==> src/rtl/pipe_pkg.sv <==
// rtl/pipe_pkg.sv - shared state encoding and per-stage bubble constants for pipeline stage registers
package pipe_pkg;

  typedef enum logic [1:0] {
    ST_EMPTY = 2'd0,
    ST_ONE   = 2'd1,
    ST_TWO   = 2'd2
  } pipe_state_e;

  localparam logic [3:0] OPCODE_NOP = 4'b1111;

  // Opcode sits in the low nibble of every control field, so one bubble pattern serves all stages.
  localparam int IF_ID_CTRL_W  = 24;
  localparam int ID_RR_CTRL_W  = 24;
  localparam int RR_EX_CTRL_W  = 24;
  localparam int EX_MEM_CTRL_W = 24;
  localparam int MEM_WB_CTRL_W = 24;

  localparam logic [IF_ID_CTRL_W-1:0]  IF_ID_CTRL_NOP  = {{(IF_ID_CTRL_W-4){1'b0}}, OPCODE_NOP};
  localparam logic [ID_RR_CTRL_W-1:0]  ID_RR_CTRL_NOP  = {{(ID_RR_CTRL_W-4){1'b0}}, OPCODE_NOP};
  localparam logic [RR_EX_CTRL_W-1:0]  RR_EX_CTRL_NOP  = {{(RR_EX_CTRL_W-4){1'b0}}, OPCODE_NOP};
  localparam logic [EX_MEM_CTRL_W-1:0] EX_MEM_CTRL_NOP = {{(EX_MEM_CTRL_W-4){1'b0}}, OPCODE_NOP};
  localparam logic [MEM_WB_CTRL_W-1:0] MEM_WB_CTRL_NOP = {{(MEM_WB_CTRL_W-4){1'b0}}, OPCODE_NOP};

endpackage

==> src/rtl/pipe_stage_skid.sv <==
// rtl/pipe_stage_skid.sv - valid/ready pipeline stage with kill-to-NOP, flush and optional skid entry
// Define PIPE_SKID_EN to build the second (skid) register and a fully registered in_ready.
module pipe_stage_skid
  import pipe_pkg::*;
#(
  parameter int                DATA_W   = 128,
  parameter int                CTRL_W   = 24,
  parameter logic [CTRL_W-1:0] CTRL_NOP = {{(CTRL_W-4){1'b0}}, OPCODE_NOP}
) (
  input  logic              clk,
  input  logic              rst,
  input  logic              in_valid,
  output logic              in_ready,
  input  logic [DATA_W-1:0] in_data,
  input  logic [CTRL_W-1:0] in_ctrl,
  input  logic              in_kill,
  input  logic              flush,
  output logic              out_valid,
  input  logic              out_ready,
  output logic [DATA_W-1:0] out_data,
  output logic [CTRL_W-1:0] out_ctrl,
  output logic [1:0]        occupancy
);

  pipe_state_e       state_q, state_d;
  logic [DATA_W-1:0] m_data_q, m_data_d;
  logic [CTRL_W-1:0] m_ctrl_q, m_ctrl_d;
  logic              in_xfer, out_xfer;
  logic [CTRL_W-1:0] in_ctrl_eff;

`ifdef PIPE_SKID_EN
  logic [DATA_W-1:0] s_data_q, s_data_d;
  logic [CTRL_W-1:0] s_ctrl_q, s_ctrl_d;

  assign in_ready = (state_q != ST_TWO);
`else
  assign in_ready = !out_valid || out_ready;
`endif

  assign out_valid   = (state_q != ST_EMPTY);
  assign in_xfer     = in_valid && in_ready;
  assign out_xfer    = out_valid && out_ready;
  assign in_ctrl_eff = in_kill ? CTRL_NOP : in_ctrl;

  // Idle output always reads as a bubble for consumers that ignore out_valid.
  assign out_data  = m_data_q;
  assign out_ctrl  = out_valid ? m_ctrl_q : CTRL_NOP;
  assign occupancy = (state_q == ST_TWO) ? 2'd2 :
                     (state_q == ST_ONE) ? 2'd1 : 2'd0;

  always_comb begin
    state_d  = state_q;
    m_data_d = m_data_q;
    m_ctrl_d = m_ctrl_q;
`ifdef PIPE_SKID_EN
    s_data_d = s_data_q;
    s_ctrl_d = s_ctrl_q;
`endif
    if (flush) begin
      state_d  = ST_EMPTY;
      m_ctrl_d = CTRL_NOP;
`ifdef PIPE_SKID_EN
      s_ctrl_d = CTRL_NOP;
`endif
    end else begin
      case (state_q)
        ST_EMPTY: begin
          if (in_xfer) begin
            m_data_d = in_data;
            m_ctrl_d = in_ctrl_eff;
            state_d  = ST_ONE;
          end
        end
        ST_ONE: begin
          if (in_xfer && out_xfer) begin
            m_data_d = in_data;
            m_ctrl_d = in_ctrl_eff;
          end
`ifdef PIPE_SKID_EN
          else if (in_xfer) begin
            s_data_d = in_data;
            s_ctrl_d = in_ctrl_eff;
            state_d  = ST_TWO;
          end
`endif
          else if (out_xfer) begin
            state_d = ST_EMPTY;
          end
        end
`ifdef PIPE_SKID_EN
        ST_TWO: begin
          if (out_xfer) begin
            m_data_d = s_data_q;
            m_ctrl_d = s_ctrl_q;
            state_d  = ST_ONE;
          end
        end
`endif
        default: state_d = ST_EMPTY;
      endcase
    end
  end

  always_ff @(posedge clk or posedge rst) begin
    if (rst) begin
      state_q  <= ST_EMPTY;
      m_data_q <= '0;
      m_ctrl_q <= CTRL_NOP;
`ifdef PIPE_SKID_EN
      s_data_q <= '0;
      s_ctrl_q <= CTRL_NOP;
`endif
    end else begin
      state_q  <= state_d;
      m_data_q <= m_data_d;
      m_ctrl_q <= m_ctrl_d;
`ifdef PIPE_SKID_EN
      s_data_q <= s_data_d;
      s_ctrl_q <= s_ctrl_d;
`endif
    end
  end

endmodule

==> config.mk <==
export PLATFORM = sky130hd
export DESIGN_NAME = pipe_stage_skid
export DESIGN_NICKNAME = d
export VERILOG_FILES = /design/src/rtl/pipe_pkg.sv /design/src/rtl/pipe_stage_skid.sv
export SDC_FILE = /design/constraint.sdc
export NUM_CORES = 1
export LEC_CHECK = 0
export CAP_MARGIN = 20
export CORE_UTILIZATION = 30
export CTS_BUF_LIST = sky130_fd_sc_hd__clkbuf_8 sky130_fd_sc_hd__clkbuf_16
export CTS_CLUSTER_SIZE = 14
export DETAILED_ROUTE_END_ITERATION = 8
export PLACE_DENSITY = 0.67
export SYNTH_ARGS = -nofsm -noshare
export SYNTH_HDL_FRONTEND = slang
export SYNTH_SLANG_ARGS = --single-unit
==> constraint.sdc <==
create_clock -name clk -period 7.3 [get_ports clk]
set_clock_uncertainty 0.1 [all_clocks]
set_input_delay 1.825 -clock clk [delete_from_list [all_inputs] [get_ports clk]]
set_output_delay 1.825 -clock clk [all_outputs]
set_load 0.03 [all_outputs]
==> flow_summary_export.csv <==
group,metric,value,unit
outcome,status,"completed",
logic_synthesis,netlist_instances,363,
timing,fin_ws,2.12,ns
critical_path,path_buf_inv,3,
floorplan,io-pin-count,314,
place,io_buffers,312,
cts,insertion_delay,0.41,ns
power_and_ir_drop,switchingPower,840,uW
logic_synthesis,synth.distinct_cells,23,
timing,finalSetupViolations,0,
critical_path,path_class,"in2out",
layout,nFillCells,1853,
cts,cts_hold_buf,0,
critical_path,cp_max_fo,4,
cts,clk_path_buf_depth,2,
job,drv_cap,0,
logic_synthesis,yosys_register_bits,153,
place,place.gp.congestion,0.777,
hold_path,hold_depth,1,
timing,rsz0062_at_grt,"no",
timing,relSlewSlack,24.7,%
layout,syn2layout_area_growth,59.2,%
logic_synthesis,synth_edf_count,0,
critical_path,end_kind,"output pin",
cts,post-cts-setup-buffer-count,0,
grt,antenna_found_initial,0,
critical_path,slowest_stage,"clkdlybuf4s50_1",
layout,n_antenna_cell,0,
place,pre_cts_ws,2.12,ns
cts,htree_num_levels,4,
routing,final_antenna_net_count,0,
grt,grt_max_degree,129,
logic_synthesis,ys_warn_count,0,
routing,drc,0,
cts,clock-sinks,153,
floorplan,die-area,21900,um^2
timing,hold_viol_final,0,
timing,finalCritPeriodShare,71.0,%
timing,whs,0.392,ns
cts,clockRootBuffer,"clkbuf_16",
cts,cts_resized,0,
critical_path,crit_chain,"clkdlybuf4s50_1, and2b_4, inv_1, clkdlybuf4s50_1",
power_and_ir_drop,seq_power_share,38.3,%
logic_synthesis,syn-mean-instance-area,17.6,um^2
routing,detail_route.vias_per_cell,4.31,
critical_path,r2r_cells,4,
cts,cts.clk_slew.worst_paths,0.06,ns
cts,cts_made_buffers,17,
critical_path,path_common_cell,"clkdlybuf4s50_1",
layout,stdcell_area,10200,um^2
logic_synthesis,netlist_area,6390,um^2
layout,final_util,48.6,%
critical_path,crit_arrival,3.26,ns
power_and_ir_drop,leakagePower,4.36,nW
floorplan,core_area,21000,um^2
routing,dr.first_iter.drc_count,112,
floorplan,initial_utilization,30.5,%
floorplan,die_height,148,um
timing,fin_crit,5.18,ns
power_and_ir_drop,p_comb_share,31.1,%
layout,nets,834,
timing,worst_pin_slew,1.13,ns
grt,grt_pass1_vias,4567,
floorplan,row_count,53,
layout,final_common_cell,"clkdlybuf4s50_1",
logic_synthesis,syn_nets,521,
routing,wire_per_inst,16.6,um
grt,grt_pass1_wl,24.8,mm
power_and_ir_drop,switching_share,30.7,%
timing,fmax,193,MHz
critical_path,crit_cells,4,
routing,totalWireLength,16.0,mm
critical_path,slowest_delay,0.68,ns
hold_path,hp-class,"reg2reg",
power_and_ir_drop,powerDensity,269,nW/um^2
power_and_ir_drop,power_frac_clock,30.5,%
power_and_ir_drop,vdd_drop_max,0.000125,V
grt,grt_use_total,14.7,%
power_and_ir_drop,p_int,1.90,mW
critical_path,critical-path-top-delay-family,"buffers and inverters",
place,hpwl,11.3,mm
cts,cts_tree,"built",
grt,grt-ovfl-total,0,
critical_path,worst_setup_path_start_kind,"primary input",
layout,layout_common_cells,"clkdlybuf4s50_1, dfrtp_1, mux2_4, mux2_2",
routing,via_count,4155,
logic_synthesis,synth_ff_type,"dfrtp_1",
logic_synthesis,async_flop_share,100,%
logic_synthesis,ys_seq_area_share,60.0,%
timing,tns,0,ns
layout,final_layout_size_suffix_gt1_share,24.8,%
critical_path,cp.required,5.38,ns
timing,drv_slew,0,
floorplan,die_x,148,um
place,dpl_cell_area,9620,um^2
routing,drt-pass1-iter-count,4,
-- cell families after synthesis --
family / count (synthesis) / synth area share [%]
flip-flops: 153 / 60.0
AO/OA/AOI/OAI: 26 / 3.56
AND/OR/NAND/NOR: 31 / 3.19
buffers and inverters: 24 / 4.76
other: 1 / 0.0587
multiplexers: 128 / 28.5
-- synth_stat cells (2+ instances only) --
| master | instances | share of area [%] |
|---|---|---|
| dfrtp_1 | 149 | 58 |
| mux2_4 | 101 | 24 |
| buf_12 | 11 | 3.4 |
| o32a_1 | 4 | 0.63 |
| buf_2 | 4 | 0.31 |
| dfstp_2 | 4 | 1.6 |
| inv_1 | 2 | 0.12 |
| and2_1 | 20 | 2.0 |
| nor2_1 | 2 | 0.12 |
| a22o_1 | 20 | 2.7 |
| or2b_1 | 4 | 0.47 |
| clkbuf_1 | 2 | 0.12 |
| mux2_2 | 27 | 4.8 |
| buf_6 | 3 | 0.53 |
| buf_4 | 2 | 0.23 |
-- worst paths after layout --
path | to | start | slack [ns]
max | in_ready | out_ready | 2.12
min | m_ctrl_q[6] | m_ctrl_q[6] | 0.39
max reg2reg | out_data[4] | state_q[0] | 4.84
min reg2reg | m_ctrl_q[6] | m_ctrl_q[6] | 0.39
max in group asynchronous | out_data[5] | rst | 4.01
min in group asynchronous | out_data[36] | rst | 1.88
-- metrics by stage --
stage,cells,total power [mW]
floorplan,363,1.54
global route,964,2.86
detailed placement,932,1.92
global placement,931,1.91
CTS,964,2.78
finish,964,2.74
-- layer usage --
metal | vias to the layer above | track usage (%) | wire length (um)
met5 | - | 0 | 0
met4 | 0 | 5.00 | 278
met3 | 20 | 4.85 | 1090
met2 | 171 | 25.2 | 8190
met1 | 2061 | 17.3 | 6440
li1 | 1903 | - | -
-- sequential cells by signal (all words and copies together) (netlist names) --
signal / flops
out_data: 128
m_ctrl_q: 24
state_q: 1
-- power groups by stage --
stage | registers (mW) | logic, mW | clock network, mW
finish | 1.05 | 0.853 | 0.837
CTS | 1.05 | 0.861 | 0.867
global placement | 1.06 | 0.848 | 0
floorplan | 1.30 | 0.237 | 0
detailed placement | 1.06 | 0.858 | 0
global route | 1.07 | 0.887 | 0.906
-- layout make-up --
class	instances	area, um^2	area share, %
flip-flops and latches	153	3830	37.7
repair buffers	316	3170	31.1
well taps	275	344	3.38
multi-input cells	186	2260	22.2
clock buffers	18	439	4.31
inverters	2	12.5	0.123
clock inverters	14	121	1.19
-- worst register-to-register path, stage by stage (launching register included) --
cell     delay, ns
dfrtp_1       0.61
and2b_4       0.32
nor2_4        0.12
buf_12        0.47
mux2_4        0.73
Power figures use the tool's default switching activity.
